[src/rtl/seq_divider.sv]
// Sequential unsigned restoring divider: one quotient bit per clock, valid/ready on
// both the operand side and the result side, one operation in flight at a time.
module seq_divider #(
    parameter int WIDTH = 16
) (
    input  logic             clk,
    input  logic             reset,
    input  logic [WIDTH-1:0] dividend,
    input  logic [WIDTH-1:0] divisor,
    input  logic             valid_src,
    output logic             src_ready,
    output logic [WIDTH-1:0] quotient,
    output logic [WIDTH-1:0] remainder,
    output logic             div_by_zero,
    output logic             dst_valid,
    input  logic             dst_ready
);

    localparam int CNT_W = (WIDTH > 1) ? $clog2(WIDTH) : 1;

    typedef enum logic [1:0] {
        IDLE = 2'd0,
        BUSY = 2'd1,
        DONE = 2'd2
    } state_t;

    state_t             r_state;
    state_t             w_next;
    logic [WIDTH-1:0]   r_q;
    logic [WIDTH-1:0]   r_d;
    // The partial remainder never reaches 2^WIDTH between steps, so only the
    // trial difference needs the extra sign bit.
    logic [WIDTH-1:0]   r_r;
    logic [CNT_W-1:0]   r_cnt;
    logic               r_dbz;
    logic [WIDTH:0]     w_rshift;
    logic [WIDTH:0]     w_trial;
    logic               w_accept;
    logic               w_last;

    assign w_accept = (r_state == IDLE) && valid_src;
    assign w_last   = (r_cnt == CNT_W'(WIDTH - 1));
    assign w_rshift = {r_r, r_q[WIDTH-1]};
    assign w_trial  = w_rshift - {1'b0, r_d};

    always_ff @(posedge clk or negedge reset) begin
        if (!reset) begin
            r_state <= IDLE;
        end else begin
            r_state <= w_next;
        end
    end

    always_comb begin
        w_next = r_state;
        case (r_state)
            IDLE:    if (valid_src) w_next = BUSY;
            BUSY:    if (w_last)    w_next = DONE;
            DONE:    if (dst_ready) w_next = IDLE;
            default: w_next = IDLE;
        endcase
    end

    always_comb begin
        src_ready = 1'b0;
        dst_valid = 1'b0;
        case (r_state)
            IDLE:    src_ready = 1'b1;
            DONE:    dst_valid = 1'b1;
            default: ;
        endcase
    end

    // Datapath: load on accept, one restoring step per BUSY cycle, hold otherwise.
    always_ff @(posedge clk or negedge reset) begin
        if (!reset) begin
            r_q   <= '0;
            r_d   <= '0;
            r_r   <= '0;
            r_cnt <= '0;
            r_dbz <= 1'b0;
        end else if (w_accept) begin
            r_q   <= dividend;
            r_d   <= divisor;
            r_r   <= '0;
            r_cnt <= '0;
            r_dbz <= (divisor == '0);
        end else if (r_state == BUSY) begin
            if (!w_trial[WIDTH]) begin
                r_r <= w_trial[WIDTH-1:0];
            end else begin
                r_r <= w_rshift[WIDTH-1:0];
            end
            r_q   <= {r_q[WIDTH-2:0], ~w_trial[WIDTH]};
            r_cnt <= r_cnt + 1'b1;
        end
    end

    assign quotient    = r_q;
    assign remainder   = r_r;
    assign div_by_zero = r_dbz;

endmodule

[config.mk]
export PLATFORM = sky130hd
export DESIGN_NAME = seq_divider
export DESIGN_NICKNAME = d
export VERILOG_FILES = /design/src/rtl/seq_divider.sv
export SDC_FILE = /design/constraint.sdc
export NUM_CORES = 1
export LEC_CHECK = 0
export ABC_CLOCK_PERIOD_IN_PS = 2700
export CORE_AREA = 2 2 95 115
export CTS_CLUSTER_DIAMETER = 40
export CTS_CLUSTER_SIZE = 16
export DETAILED_ROUTE_END_ITERATION = 10
export DIE_AREA = 0 0 97 117
export PLACE_DENSITY = 0.54
export SLEW_MARGIN = 25
export SYNTH_ARGS = -nofsm -noshare
export SYNTH_HDL_FRONTEND = slang
export SYNTH_SLANG_ARGS = --single-unit
[constraint.sdc]
create_clock -name clk -period 2.7 [get_ports clk]
set_input_delay 0.675 -clock clk [delete_from_list [all_inputs] [get_ports clk]]
set_output_delay 0.675 -clock clk [all_outputs]
set_load 0.005 [all_outputs]
# Yosys cells after proc, flatten, opt, wreduce, memory -nomap -nowiden
# Index checks and enable logic that the tools add are counted.
# op_classes
add_sub_neg	2
eq_ne	6
muxes	13
n_bitwise	1
n_reduce_logical	5
# ops
cell	n
$mux 16	5
$sub 17x16->17	1
$logic_not 16->1	1
$mux 4	2
$mux 2	3
$ne 2x2->1 const B	3
$pmux 2 s3	1
$add 4x1->4 const B	1
$eq 4x4->1 const B	1
$reduce_and 3->1	1
$eq 2x1->1 const B	1
$eq 2x2->1 const B	1
$logic_not 2->1	1
$mux 1	2
$reduce_bool 2->1	1
$logic_and 1x1->1	1
$not 1->1	1
# word_totals
register_bits	55
inputBits	36
output_inout_bits	35
word_cells	33

# Logic depth before layout (Yosys ltp)
# Gate-level depths: netlist (run 1).
# logic_depth
word_depth	4
ltp_mapped	12
depth_no_buf	11

# Least setup slack after synthesis (run 1)
# No wires, ideal clock.
# synth_timing
kind	register to register
startpoint	register r_q[15] (netlist: quotient[15])
endpoint	register r_r[6] (netlist: remainder[6])
setup_time_ns	0.121
arrival_ns	2.532
t_required_ns	2.579
path_slack_ns	0.047
stages_incl_launch_ff	13
n_path_buf	1
synth_period_minus_slack_ns	2.653
path_cell_list	dfrtp_1 -> inv_1 -> ha_1 -> inv_1 -> fa_1 -> a211oi_1 -> o21ai_2 -> o2111ai_2 -> o211ai_2 -> xor2_4 -> buf_8 -> mux2i_1 -> o21ai_1
# synth_between
elab_chain_len	4
# synth_lines
item	line	rtl
start: declaration	29	logic [WIDTH-1:0] r_q;
start signal: assignment	83	r_q <= dividend;
start signal: assignment	94	r_q <= {r_q[WIDTH-2:0], ~w_trial[WIDTH]};
$sub 17x16->17	44	assign w_trial = w_rshift - {1'b0, r_d};
$mux 16	89	if (!w_trial[WIDTH]) begin
$mux 16	88	end else if (r_state == BUSY) begin
$mux 16	82	end else if (w_accept) begin
end signal: assignment	90	r_r <= w_trial[WIDTH-1:0];
end signal: assignment	92	r_r <= w_rshift[WIDTH-1:0];
end: declaration	33	logic [WIDTH-1:0] r_r;
# No other way between the ends. The select of a mux whose other input is x is not followed.
# A chain may end at the register's enable or synchronous reset.

# Worst setup path in the final report (run 1)
# layout_timing
startpoint	register r_q[15] (netlist: quotient[15])
endpoint	register r_r[3] (netlist: remainder[3])
# The elaborated chain is that of the path after synthesis.

==> results.py, run 1 <==
metrics = {
    "power": {
        "power_frac_comb_pct": 64.9,
        "pwr-share-seq_pct": 24.8,
        "power.switching_mw": 2.67,
        "clockPowerShare_pct": 10.4,
        "vdd_drop_max_v": 0.000479,
        "cellLeakagePower_nw": 1.87,
        "internal_power_mw": 3.71,
        "power_density_nw_per_um2": 1450,
        "sw_frac_of_total_pct": 41.8,
    },
    "sta": {
        "fin_crit_sh_pct": 95.2,
        "period_minus_slack_ps": 2570,
        "finalSetupTns_ps": 0,
        "worst_slack_ps": 131,
        "slew_headroom_pct": 42.0,
        "finalHoldViolations": 0,
        "tightest_slew_ps": 868,
        "slew_violations": 0,
        "hold_slack_ps": 413,
        "setup_violations": 0,
        "rsz0062_at_grt": "no",
        "finClkSkew_ps": 14.4,
        "fmax_ghz": 0.389,
    },
    "drt": {
        "vias": 2885,
        "postRouteAntennaNets": 0,
        "drt_iter0_drc": 104,
        "wire_per_inst_microns": 15.5,
        "drtPass1Iterations": 4,
        "detail_route.wirelength_mm": 8.79,
        "via_per_inst": 5.07,
        "drc": 0,
    },
    "run": {
        "maxCapViolations": 0,
    },
    "synthesis": {
        "syn_inst": 362,
        "synth_top_area_share_pct": 41.9,
        "syn_nets": 416,
        "synth_cell_types": 52,
        "synth_edf_count": 0,
        "synth-main-ff-cell": "dfrtp_1",
        "synth-seq-area-share_pct": 41.9,
        "syn_avg_cell_area_sq_um": 9.07,
        "ys_top_cells_by_area": "dfrtp_1 (42%), o21ai_0 (6.6%), ha_1 (6.5%)",
        "synthArstFlopShare_pct": 100,
        "synth_largest_area_cell": "dfrtp_1",
        "ys_seq_elements": 55,
        "synth_area_sq_um": 3280,
        "yosys_warnings": 0,
    },
    "clock_tree": {
        "numCtsBuffers": 5,
        "clock_latency_ps": 310,
        "cts_buffer_depth": 2,
        "cts.clk_slew.worst_paths_ps": 80,
        "cts_tree": "yes",
        "cts.sinks": 55,
        "root_buffer": "clkbuf_16",
        "cts_max_level": 2,
        "postCtsHoldBufs": 0,
    },
    "setup_path": {
        "crit_fanout": 6,
        "cp.arrival_ps": 2730,
        "cp-end-kind": "register",
        "cp.required_ps": 2860,
        "crit_path_frequent_cell": "inv_1",
        "critical_path.slowest_cell": "dfrtp_1",
        "cp-start-kind": "register",
        "path_delay_family": "compound AO/OA/AOI/OAI gates",
        "cp_cell_sequence": "inv_1 > ha_1 > inv_1 > fa_2 > a211oi_2 > o21ai_2 > o2111ai_2 > o211ai_2 > xor2_4 > clkbuf_16 > mux2i_1 > o21ai_0",
        "crit_buf_inv": 3,
        "cpPeakStageDelay_ps": 390,
        "crit_type": "register to register",
    },
    "final_layout": {
        "final_cell_mix": "clkdlybuf4s50_1 (69), dfrtp_1 (55), nand2_1 (50)",
        "syn_to_final_growth_pct": 33.7,
        "drive_above_1_share_pct": 8.64,
        "final_core_util_pct": 42.6,
        "stdcell_area_sq_um": 4390,
        "nNetsFinal": 493,
        "layout_commonest_cell": "clkdlybuf4s50_1",
        "diodes": 0,
    },
    "floorplanning": {
        "row_count": 41,
        "start_util_pct": 31.8,
        "core_region_area_sq_um": 10300,
        "die_height_microns": 117,
        "dieArea_sq_um": 11300,
        "die-width_microns": 97,
        "num_io_pins": 71,
    },
    "place": {
        "place_area_sq_um": 4200,
        "port_buffers": 70,
        "dp_worst_setup_slack_ps": 49.1,
        "hpwl_mm": 6.49,
        "gp_congestion": 0.825,
    },
    "grt": {
        "grt-ovfl-total": 0,
        "grt_max_degree": 32,
        "grt_pass1_vias": 2906,
        "antenna_found_initial": 0,
        "grt_use_total_pct": 15.9,
        "grt_pass1_wl_mm": 14.6,
    },
    "worst_hold_path": {
        "hp-class": "primary input to async pin",
    },
    "status": {
        "status": "complete, no violations",
    },
}
==> per-layer routing <==
| metal | up-vias | share of wire [%] | GRT usage, % |
|---|---|---|---|
| met5 | - | 0 | 0 |
| met4 | 0 | 1.4 | 4.32 |
| met3 | 9 | 4.6 | 3.80 |
| met2 | 73 | 48 | 27.1 |
| met1 | 1372 | 46 | 20.5 |
| li1 | 1431 | - | - |
==> flip-flops by register name, indices dropped and copies added (netlist names) <==
register	cells
quotient	16
remainder	16
r_cnt	4
div_by_zero	1
r_d	16
r_state	2
==> layout make-up <==
type                    instances  area (sq um)
clock buffers                   5           125
flip-flops and latches         55          1380
repair buffers                 88           877
multi-input cells             270          1750
fillers                      1028          5920
inverters                      19          71.3
clock inverters                 3          25.0
well taps                     129           161
==> logic make-up after synthesis <==
group	count (synthesis)	share of synthesized area, %
AO/OA/AOI/OAI	120	22.8
XOR/XNOR	14	4.31
adder cells (fa/ha/maj)	18	7.09
buffers and inverters	37	4.88
flip-flops	55	41.9
multiplexers	11	3.35
AND/OR/NAND/NOR	107	15.7
==> power groups by stage <==
stage               combinational [mW]  clock (mW)  sequential (mW)
floorplan                         2.72           0             1.51
global placement                  3.90           0             1.59
CTS                               3.98       0.683             1.58
global route                      4.59       0.721             1.64
detailed placement                3.95           0             1.59
finish                            4.14       0.662             1.58
==> worst paths after layout <==
check | cells after the start | from | endpoint | slack [ps]
hold / removal | 1 | reset | remainder[9] | 410
min in group clk | 2 | div_by_zero | div_by_zero | 500
max in group asynchronous | 2 | reset | quotient[12] | 1710
setup reg to reg | 12 | quotient[15] | remainder[3] | 130
hold reg to reg | 2 | div_by_zero | div_by_zero | 500
setup / recovery | 12 | quotient[15] | remainder[3] | 130
==> Yosys cell counts, drive strengths merged, types with 3 or more instances <==
master  count
a21o        3
a21oi      25
a22oi      14
a31oi       3
clkbuf     15
dfrtp      55
ha         17
inv        19
mux2i      11
nand2      50
nand2b      4
nand3       4
nand4       4
nor2       12
nor2b      21
nor4        4
o211ai      4
o21ai      51
o221ai      3
xnor2       5
xor2        9
==> metrics by stage <==
step / std cells / power, mW
finish: 569 / 6.38
global placement: 559 / 5.49
floorplan: 362 / 4.23
detailed placement: 559 / 5.55
global route: 569 / 6.95
CTS: 567 / 6.24
==> repair_timing <==
action,4_1_cts,5_1_grt
endpoints found under the setup margin,0,15
resized for setup,0,3
setup buffers,0,1
Power figures use the tool's default switching activity.
==> run 2: changes to the inputs <==
--- a/config.mk
+++ b/config.mk
@@ -5,13 +5,14 @@
 export SDC_FILE = /design/constraint.sdc
 export NUM_CORES = 1
 export LEC_CHECK = 0
-export ABC_CLOCK_PERIOD_IN_PS = 2700
+export ABC_CLOCK_PERIOD_IN_PS = 2500
 export CORE_AREA = 2 2 95 115
 export CTS_CLUSTER_DIAMETER = 40
 export CTS_CLUSTER_SIZE = 16
 export DETAILED_ROUTE_END_ITERATION = 10
 export DIE_AREA = 0 0 97 117
-export PLACE_DENSITY = 0.54
+export HOLD_SLACK_MARGIN = 0.08
+export PLACE_DENSITY = 0.52
 export SLEW_MARGIN = 25
 export SYNTH_ARGS = -nofsm -noshare
 export SYNTH_HDL_FRONTEND = slang
==> constraint.sdc (replaced) <==
create_clock -name clk -period 2.5 [get_ports clk]
set_input_delay 0.625 -clock clk [delete_from_list [all_inputs] [get_ports clk]]
set_output_delay 0.625 -clock clk [all_outputs]
set_load 0.005 [all_outputs]
==> run 2 against run 1 <==
The run now ends with negative setup slack left; power grew 15%; global-route usage is 0.30 points lower; maximum frequency down 1.2%; largest cell class unchanged; highest routed layer unchanged.
==> results.py, run 2 (synthesized netlist as in run 1, its figures left out) <==
metrics = {
    "grt": {
        "grt_pass1_vias": 2858,
        "grt_use_total_pct": 15.6,
        "antenna_found_initial": 0,
        "grt_pass1_wl_mm": 14.4,
        "grt-ovfl-total": 0,
        "grt_max_degree": 32,
    },
    "final_layout": {
        "syn_to_final_growth_pct": 37.2,
        "drive_above_1_share_pct": 11.0,
        "final_cell_mix": "clkdlybuf4s50_1 (69), dfrtp_1 (55), nand2_1 (50)",
        "seq_area_sq_um": 1380,
        "diodes": 0,
        "layout_commonest_cell": "clkdlybuf4s50_1",
        "multi_input_area_sq_um": 1780,
        "fillers": 1019,
        "nNetsFinal": 500,
    },
    "sta": {
        "fin_crit_sh_pct": 104,
        "tightest_slew_ps": 423,
        "worst_slack_ps": -100,
        "setup_violations": 15,
        "slew_headroom_pct": 71.8,
        "fmax_ghz": 0.385,
        "slew_violations": 0,
        "finalSetupTns_ps": -885,
        "period_minus_slack_ps": 2600,
        "finClkSkew_ps": 9.72,
        "finalHoldViolations": 0,
        "rsz0062_at_grt": "yes",
    },
    "place": {
        "gp_congestion": 0.861,
        "hpwl_mm": 6.61,
        "port_buffers": 70,
    },
    "clock_tree": {
        "cts_max_level": 2,
        "cts_buffer_depth": 2,
        "cts_tree": "yes",
        "cts.clk_slew.worst_paths_ps": 80,
        "numCtsBuffers": 5,
        "clock_latency_ps": 300,
        "root_buffer": "clkbuf_16",
        "cts.sinks": 55,
    },
    "power": {
        "power_frac_comb_pct": 64.4,
        "total_power_mw": 7.32,
        "pwr-share-seq_pct": 23.2,
        "internal_power_mw": 4.37,
        "clockPowerShare_pct": 12.4,
        "power.switching_mw": 2.94,
        "power_density_nw_per_um2": 1620,
        "sw_frac_of_total_pct": 40.2,
        "vdd_drop_max_v": 0.000624,
        "cellLeakagePower_nw": 1.93,
    },
    "drt": {
        "detail_route.wirelength_mm": 8.96,
        "drt_iter0_drc": 93,
        "postRouteAntennaNets": 0,
        "drtPass1Iterations": 5,
        "wire_per_inst_microns": 15.6,
        "via_per_inst": 5.04,
        "vias": 2902,
        "drc": 0,
    },
    "floorplanning": {
        "num_io_pins": 71,
        "dieArea_sq_um": 11300,
        "die-width_microns": 97,
        "row_count": 41,
        "core_region_area_sq_um": 10300,
        "start_util_pct": 31.8,
        "die_height_microns": 117,
    },
    "setup_path": {
        "crit_type": "register to register",
        "cp-end-kind": "register",
        "crit_buf_inv": 3,
        "cp-start-kind": "register",
        "path_delay_family": "compound AO/OA/AOI/OAI gates",
        "cp.arrival_ps": 2780,
        "cp.required_ps": 2680,
        "cp_cell_sequence": "inv_2 > ha_4 > inv_2 > fa_2 > a211oi_2 > o21ai_2 > o2111ai_2 > o211ai_2 > xor2_4 > buf_6 > nor2_1 > a221o_1",
        "crit_fanout": 5,
        "critical_path.slowest_cell": "dfrtp_1",
        "cpPeakStageDelay_ps": 390,
        "crit_path_frequent_cell": "inv_2",
    },
    "status": {
        "status": "finished with violations",
        "violations": "negative setup slack",
    },
    "worst_hold_path": {
        "hp-class": "primary input to async pin",
    },
    "run": {
        "maxCapViolations": 0,
    },
}
run 2: layout make-up:
class / instances / share of cell area [%]
Multi-Input combinational cell: 270 / 39.4
Sequential cell: 55 / 30.6
Timing Repair Buffer: 95 / 20.6
Tap cell: 129 / 3.58
Clock buffer: 6 / 2.86
Inverter: 19 / 1.58
Clock inverter: 2 / 1.33
run 2: path summary, 6_finish.rpt:
path / from / to / cells past startpoint / slack [ps]
setup / recovery: quotient[15] / remainder[12] / 12 / -100
hold / removal: reset / remainder[13] / 1 / 250
setup reg to reg: quotient[15] / remainder[12] / 12 / -100
hold reg to reg: r_cnt[3] / r_cnt[3] / 1 / 510
max in group asynchronous: reset / remainder[12] / 2 / 1610
min in group clk: r_cnt[3] / r_cnt[3] / 1 / 510
run 2: through the flow:
stage	cell area, sq um	hold slack (ps)	std cells	utilization, %	setup WS [ps]
global placement	4240	467	563	41.1	6.30
floorplan	3290	329	362	-	11.3
CTS	4430	261	571	42.9	-72.2
finish	4500	250	576	43.7	-100
global route	4500	277	576	43.7	-222
detailed placement	4240	482	563	41.1	-37.1
run 2: repair_timing:
item / 4_1_cts / 5_1_grt
endpoints found under the setup margin: 12 / 17
hold buffers: 0 / 0
cloned: 0 / 1
setup buffers: 0 / 4
pin swaps: 0 / 2
gates resized for setup: 0 / 8
run 2: power by group through the flow:
| stage | clock (mW) | sequential [mW] | combinational [mW] |
|---|---|---|---|
| CTS | 0.925 | 1.69 | 4.41 |
| detailed placement | 0 | 1.70 | 4.38 |
| finish | 0.911 | 1.70 | 4.71 |
| global placement | 0 | 1.71 | 4.32 |
| floorplan | 0 | 1.63 | 2.95 |
| global route | 0.955 | 1.75 | 5.24 |
run 2: worst reg2reg max path: stages, from the launching register on:
cell       delay (ps)
dfrtp_1           390
inv_2              90
ha_4              140
inv_2              30
fa_2              360
a211oi_2          220
o21ai_2           100
o2111ai_2         190
o211ai_2          160
xor2_4            300
buf_6             160
nor2_1             40
a221o_1           300
run 2: routing by layer:
layer / global-route usage (%) / vias up / routed length [microns] / share of wire [%]
li1: - / 1458 / - / -
met1: 20.8 / 1370 / 4240 / 47
met2: 25.8 / 69 / 4210 / 47
met3: 3.56 / 5 / 411 / 4.6
met4: 4.32 / 0 / 93 / 1.0
met5: 0 / - / 0 / 0
==> run 3: changes to the inputs <==
--- a/config.mk
+++ b/config.mk
@@ -7,7 +7,6 @@
 export LEC_CHECK = 0
 export ABC_CLOCK_PERIOD_IN_PS = 2500
 export CORE_AREA = 2 2 95 115
-export CTS_CLUSTER_DIAMETER = 40
 export CTS_CLUSTER_SIZE = 16
 export DETAILED_ROUTE_END_ITERATION = 10
 export DIE_AREA = 0 0 97 117
==> results of run 3 <==
Final layout, timing and power as in run 2 (identical DEF).
